[src/rtl/decode.sv]
// RV32I decode stage: latches the fetched word and PC on the start pulse, decodes it,
// reads rs1/rs2 through the register file and holds the results for execute.
module decode #(
    parameter int XLEN       = 32,
    parameter int REG_ADDR_W = 5
) (
    input  logic                  clk,
    input  logic                  rstn,
    input  logic                  enabled,
    input  logic [XLEN-1:0]       pc,
    input  logic [31:0]           instr_raw,
    output logic [REG_ADDR_W-1:0] rs1_addr,
    output logic [REG_ADDR_W-1:0] rs2_addr,
    input  logic [XLEN-1:0]       rs1_data,
    input  logic [XLEN-1:0]       rs2_data,
    output logic                  completed,
    output logic [XLEN-1:0]       pc_n,
    output logic [REG_ADDR_W-1:0] rd,
    output logic [2:0]            funct3,
    output logic                  funct7_b5,
    output logic [XLEN-1:0]       imm,
    output logic [XLEN-1:0]       rs1_val,
    output logic [XLEN-1:0]       rs2_val,
    output logic [10:0]           instr_class,
    output logic                  is_auipc,
    output logic                  writes_rd
);

    typedef enum logic [1:0] {S_IDLE, S_READ, S_CAPTURE, S_DONE} state_t;

    state_t                r_state, w_state_next;
    logic [31:0]           r_instr;
    logic [XLEN-1:0]       r_pc;
    logic                  r_done;
    logic [REG_ADDR_W-1:0] r_rd;
    logic [2:0]            r_funct3;
    logic                  r_funct7_b5;
    logic [XLEN-1:0]       r_imm;
    logic [XLEN-1:0]       r_rs1_val;
    logic [XLEN-1:0]       r_rs2_val;
    logic [10:0]           r_class;
    logic                  r_is_auipc;
    logic                  r_writes_rd;

    logic                  w_load;
    logic                  w_capture;
    logic [10:0]           w_class;
    logic                  w_is_auipc;
    logic [XLEN-1:0]       w_imm;
    logic                  w_writes_rd;
    logic [6:0]            w_opcode;

    always_ff @(posedge clk or negedge rstn) begin
        if (!rstn) r_state <= S_IDLE;
        else       r_state <= w_state_next;
    end

    always_comb begin
        w_state_next = r_state;
        if (enabled) begin
            w_state_next = S_READ;
        end else begin
            case (r_state)
                S_READ:    w_state_next = S_CAPTURE;
                S_CAPTURE: w_state_next = S_DONE;
                default:   w_state_next = r_state;
            endcase
        end
    end

    // A new start pulse pre-empts any load/capture of the abandoned operation.
    always_comb begin
        w_load    = (r_state == S_READ) && !enabled;
        w_capture = (r_state == S_CAPTURE) && !enabled;
    end

    assign w_opcode = r_instr[6:0];

    // instr_class bit order: {illegal,system,fence,alu_r,alu_i,store,load,branch,jalr,jal,lui/auipc}
    always_comb begin
        w_class    = 11'b0;
        w_is_auipc = 1'b0;
        w_imm      = '0;
        case (w_opcode)
            7'b0110111: begin w_class[0] = 1'b1; w_imm = XLEN'($signed({r_instr[31:12], 12'b0})); end
            7'b0010111: begin
                w_class[0] = 1'b1;
                w_is_auipc = 1'b1;
                w_imm      = XLEN'($signed({r_instr[31:12], 12'b0}));
            end
            7'b1101111: begin
                w_class[1] = 1'b1;
                w_imm = XLEN'($signed({r_instr[31], r_instr[19:12], r_instr[20], r_instr[30:21], 1'b0}));
            end
            7'b1100111: begin w_class[2] = 1'b1; w_imm = XLEN'($signed(r_instr[31:20])); end
            7'b1100011: begin
                w_class[3] = 1'b1;
                w_imm = XLEN'($signed({r_instr[31], r_instr[7], r_instr[30:25], r_instr[11:8], 1'b0}));
            end
            7'b0000011: begin w_class[4] = 1'b1; w_imm = XLEN'($signed(r_instr[31:20])); end
            7'b0100011: begin w_class[5] = 1'b1; w_imm = XLEN'($signed({r_instr[31:25], r_instr[11:7]})); end
            7'b0010011: begin
                w_class[6] = 1'b1;
                if (r_instr[13:12] == 2'b01) w_imm = XLEN'(r_instr[24:20]);
                else                         w_imm = XLEN'($signed(r_instr[31:20]));
            end
            7'b0110011: w_class[7] = 1'b1;
            7'b0001111: w_class[8] = 1'b1;
            7'b1110011: w_class[9] = 1'b1;
            default:    w_class[10] = 1'b1;
        endcase
        w_writes_rd = (w_class[0] | w_class[1] | w_class[2] | w_class[4] | w_class[6] | w_class[7])
                      && (r_instr[11:7] != 5'd0);
    end

    always_ff @(posedge clk or negedge rstn) begin
        if (!rstn) begin
            r_instr     <= '0;
            r_pc        <= '0;
            r_done      <= 1'b0;
            r_rd        <= '0;
            r_funct3    <= '0;
            r_funct7_b5 <= 1'b0;
            r_imm       <= '0;
            r_rs1_val   <= '0;
            r_rs2_val   <= '0;
            r_class     <= '0;
            r_is_auipc  <= 1'b0;
            r_writes_rd <= 1'b0;
        end else begin
            if (enabled) begin
                r_instr <= instr_raw;
                r_pc    <= pc;
                r_done  <= 1'b0;
            end
            if (w_load) begin
                r_rd        <= r_instr[11:7];
                r_funct3    <= r_instr[14:12];
                r_funct7_b5 <= r_instr[30];
                r_imm       <= w_imm;
                r_class     <= w_class;
                r_is_auipc  <= w_is_auipc;
                r_writes_rd <= w_writes_rd;
            end
            if (w_capture) begin
                r_rs1_val <= rs1_data;
                r_rs2_val <= rs2_data;
                r_done    <= 1'b1;
            end
        end
    end

    assign rs1_addr    = r_instr[19:15];
    assign rs2_addr    = r_instr[24:20];
    assign completed   = r_done & ~enabled;
    assign pc_n        = r_pc;
    assign rd          = r_rd;
    assign funct3      = r_funct3;
    assign funct7_b5   = r_funct7_b5;
    assign imm         = r_imm;
    assign rs1_val     = r_rs1_val;
    assign rs2_val     = r_rs2_val;
    assign instr_class = r_class;
    assign is_auipc    = r_is_auipc;
    assign writes_rd   = r_writes_rd;

endmodule

[config.mk]
export PLATFORM = sky130hd
export DESIGN_NAME = decode
export DESIGN_NICKNAME = d
export VERILOG_FILES = /design/src/rtl/decode.sv
export SDC_FILE = /design/constraint.sdc
export NUM_CORES = 1
export LEC_CHECK = 0
export ABC_AREA = 1
export CAP_MARGIN = 25
export CORE_ASPECT_RATIO = 1.5
export CORE_MARGIN = 2
export CORE_UTILIZATION = 40
export DETAILED_ROUTE_END_ITERATION = 10
export GPL_ROUTABILITY_DRIVEN = 0
export PLACE_DENSITY = 0.76
export SETUP_SLACK_MARGIN = 0.1
export SLEW_MARGIN = 30
export SYNTH_ARGS = -nofsm -noshare
export SYNTH_HDL_FRONTEND = slang
export SYNTH_SLANG_ARGS = --single-unit
[constraint.sdc]
create_clock -name clk -period 1.2 [get_ports clk]
set_input_delay 0.24 -clock clk [delete_from_list [all_inputs] [get_ports clk]]
set_output_delay 0.24 -clock clk [all_outputs]
set_load 0.02 [all_outputs]
==> results <==
timing repair:
action	in CTS	in global routing
gates cloned	0	17
setup buffers	33	39
hold buffers	1	0
resized for setup	955	56
hold endpoints to repair	58	0
pin swaps	1	6
setup endpoints to repair	279	279
through the flow:
stage	instance area [um^2]	hold slack, ns
after floorplan	7660	-0.0556
after global placement	11100	0.154
after detailed placement	11100	0.155
after CTS	12200	0.278
after global routing	13000	0.303
final	13000	0.281
state kept, by name, indices dropped and copies added (netlist names):
register     count
instr_class     11
r_instr         32
imm             32
funct3           3
is_auipc         1
writes_rd        1
rs2_val         32
rs1_val         32
rd               5
pc_n            32
r_state          2
r_done           1
funct7_b5        1
routing by layer:
layer	vias to the layer above	part of all wire, %	wire [um]
li1	3246	-	-
met4	0	3.5	918
met2	264	54	14200
met5	-	0	0
met1	3371	37	9710
met3	55	5.5	1430
cell type report:
type / count / area, um^2
clock buffer: 21 / 470
timing repair buffer: 441 / 4610
sequential: 185 / 4630
tap: 252 / 315
timing repair inverter: 1 / 11.3
clock inverter: 11 / 136
multi-input combinational: 492 / 2660
inverter: 48 / 193
fill: 1295 / 5520
synth_stat cells, drive strengths merged:
| library cell | n |
|---|---|
| nand2 | 328 |
| dfrtp | 185 |
| mux2 | 64 |
| o21ai | 52 |
| inv | 48 |
| buf | 25 |
| clkbuf | 21 |
| nor2 | 19 |
| nand3 | 15 |
| a21oi | 4 |
| nand4 | 3 |
| nor3 | 2 |
| nand3b | 1 |
| nor4 | 1 |
| o21a | 1 |
| o22ai | 1 |
worst max path at each step:
| stage | from | end |
|---|---|---|
| 4_1_cts | r_instr[0]$_DFFE_PN0P_ | imm[27]$_DFFE_PN0P_ |
| 6_report | r_instr[3]$_DFFE_PN0P_ | imm[28]$_DFFE_PN0P_ |
| 5_1_grt | r_instr[3]$_DFFE_PN0P_ | imm[28]$_DFFE_PN0P_ |
| 3_5_place_dp | r_instr[4]$_DFFE_PN0P_ | imm[27]$_DFFE_PN0P_ |
| 2_1_floorplan | r_instr[2]$_DFFE_PN0P_ | imm[13]$_DFFE_PN0P_ |
| 3_3_place_gp | r_instr[4]$_DFFE_PN0P_ | imm[24]$_DFFE_PN0P_ |
critical path, stage by stage, from the launching register on:
cell	delay [ns]
dfrtp_1	0.43
inv_2	0.08
buf_4	0.11
nand2_2	0.06
nor2_4	0.12
nand3b_1	0.13
nand3_2	0.12
nand2_4	0.08
clkbuf_16	0.18
nand2_1	0.09
nand2_1	0.07
nand2_1	0.08
power by group through the flow:
stage | combinational [mW] | sequential (mW) | clock, mW
CTS | 5.10 | 7.75 | 5.86
finish | 5.50 | 7.80 | 5.84
global route | 5.81 | 7.88 | 6.18
detailed placement | 4.76 | 7.69 | 0
global placement | 4.69 | 7.66 | 0
floorplan | 1.12 | 8.62 | 0
cell families after synthesis:
| family | Yosys count | synth area share (%) |
|---|---|---|
| multiplexers | 64 | 9.53 |
| AO/OA/AOI/OAI | 58 | 3.89 |
| buffers and inverters | 94 | 5.99 |
| AND/OR/NAND/NOR | 369 | 19.4 |
| flip-flops | 185 | 61.2 |
==> impl_metrics.csv <==
group,metric,value,unit
detailed_routing,drtAntennaViolNets,0,
synth,yosysWarnings,0,
detailed_routing,routed_wirelength,26200,um
sta,grt_setup_unrepaired,"true",
detailed_routing,dr.pass1.iters,5,
detailed_routing,wl_per_cell,18.1,um
detailed_routing,num_vias,6936,
critical_path,start_kind,"flip-flop",
floorplan,fp.dieH,172,um
finish,drive_above_1_share,39.2,%
global_route,met1_usage,25.6,%
global_route,grt_pass1_vias,6590,
placed_design,dp_slack,-0.296,ns
clock_network,cts_tree,"yes",
power_and_ir_drop,p_int,13.4,mW
run_status,violations,"negative setup slack",
global_route,grt_usage,22.4,%
finish,num_antenna_cells,0,
sta,hold_viol_final,0,
clock_network,htreeDepth,4,
synth,syn_area,7560,um^2
power_and_ir_drop,powerDensity,1470,nW/um^2
synth,synth-seq-cells,185,
synth,synth.net_count,901,
global_route,top_usage_layer,"met2",
global_route,grt_pass1_wl,34100,um
global_route,grt_max_degree,53,
critical_path,cp_max_fo,10,
global_route,met3_usage,4.94,%
detailed_routing,drc_errors,0,
finish,instances_no_fill,1451,
power_and_ir_drop,combPwrFrac,28.8,%
detailed_routing,drtIter0Drc,534,
run_status,outcome,"finished with violations",
clock_network,clk_latency,0.44,ns
finish,nets,1317,
finish,utilization,70.2,%
clock_network,path_clk_slew,0.07,ns
sta,max_slew.worst_pin.slew,0.522,ns
floorplan,core_area,18500,um^2
clock_network,root_buffer,"clkbuf_16",
critical_path,worstRegToRegCells,11,
power_and_ir_drop,swShare,30.2,%
worst_hold_path,holdCritPathClass,"in -> async",
clock_network,clock-sinks,185,
clock_network,cts_buffers,17,
sta,max_freq,0.622,GHz
placed_design,dp.cells,1329,
floorplan,fp.dieW,116,um
critical_path,cp.required,1.57,ns
floorplan,die-area,20100,um^2
finish,final_cell_mix,"306 x nand2_1, 181 x dfrtp_1, 171 x buf_6",
power_and_ir_drop,p_leak,6.65,nW
finish,area_growth,72.1,%
sta,finalMaxSlewViolations,0,
power_and_ir_drop,seq_power_share,40.7,%
clock_network,cts.path.max_buffers,2,
sta,post-route-period-util,134,%
sta,min_period,1.61,ns
synth,yosysTopAreaCellShare,61.2,%
global_route,grtUsageMet2,39.4,%
power_and_ir_drop,ir_drop,0.877,mV
flow_run,cap_violations,0,
sta,worst_slack,-0.407,ns
sta,timing.slew.headroom,65.2,%
synth,postSynthAreaPerCell,9.82,um^2
critical_path,rrSetupSlack,-0.41,ns
placed_design,numPortBuffers,291,
power_and_ir_drop,clkPwrFrac,30.5,%
detailed_routing,viasPerCell,4.78,
power_and_ir_drop,power.total,19.1,mW
global_route,antenna_found_initial,0,
finish,final_common_cell,"nand2_1",
placed_design,dpl.hpwl,16400,um
synth,yosys.area.top_type,"dfrtp_1",
floorplan,io-pin-count,292,
sta,setup_viol,232,
sta,skew,0.00912,ns
floorplan,start_util,40.8,%
synth,ys_types,24,
floorplan,rows,61,
critical_path,worstSetupPathType,"reg -> reg",
critical_path,r2r_start,"r_instr[3]$_DFFE_PN0P_",
critical_path,cp-end-kind,"flip-flop",
sta,final.setup.tns,-23.30,ns
global_route,grt-ovfl-total,0,
synth,synth_seq_area_share,61.2,%
critical_path,rr_endpoint,"imm[28]$_DFFE_PN0P_",
synth,syn_inst,770,
critical_path,crit_arrival,1.98,ns
synth,synth.area.top_cells,"dfrtp_1 61%, nand2_1 16%, mux2_2 9.5%, o21ai_0 3.4%, inv_1 2.0%",
power_and_ir_drop,switching_power,5.77,mW
Note: power is estimated with default switching activity, not from simulation.
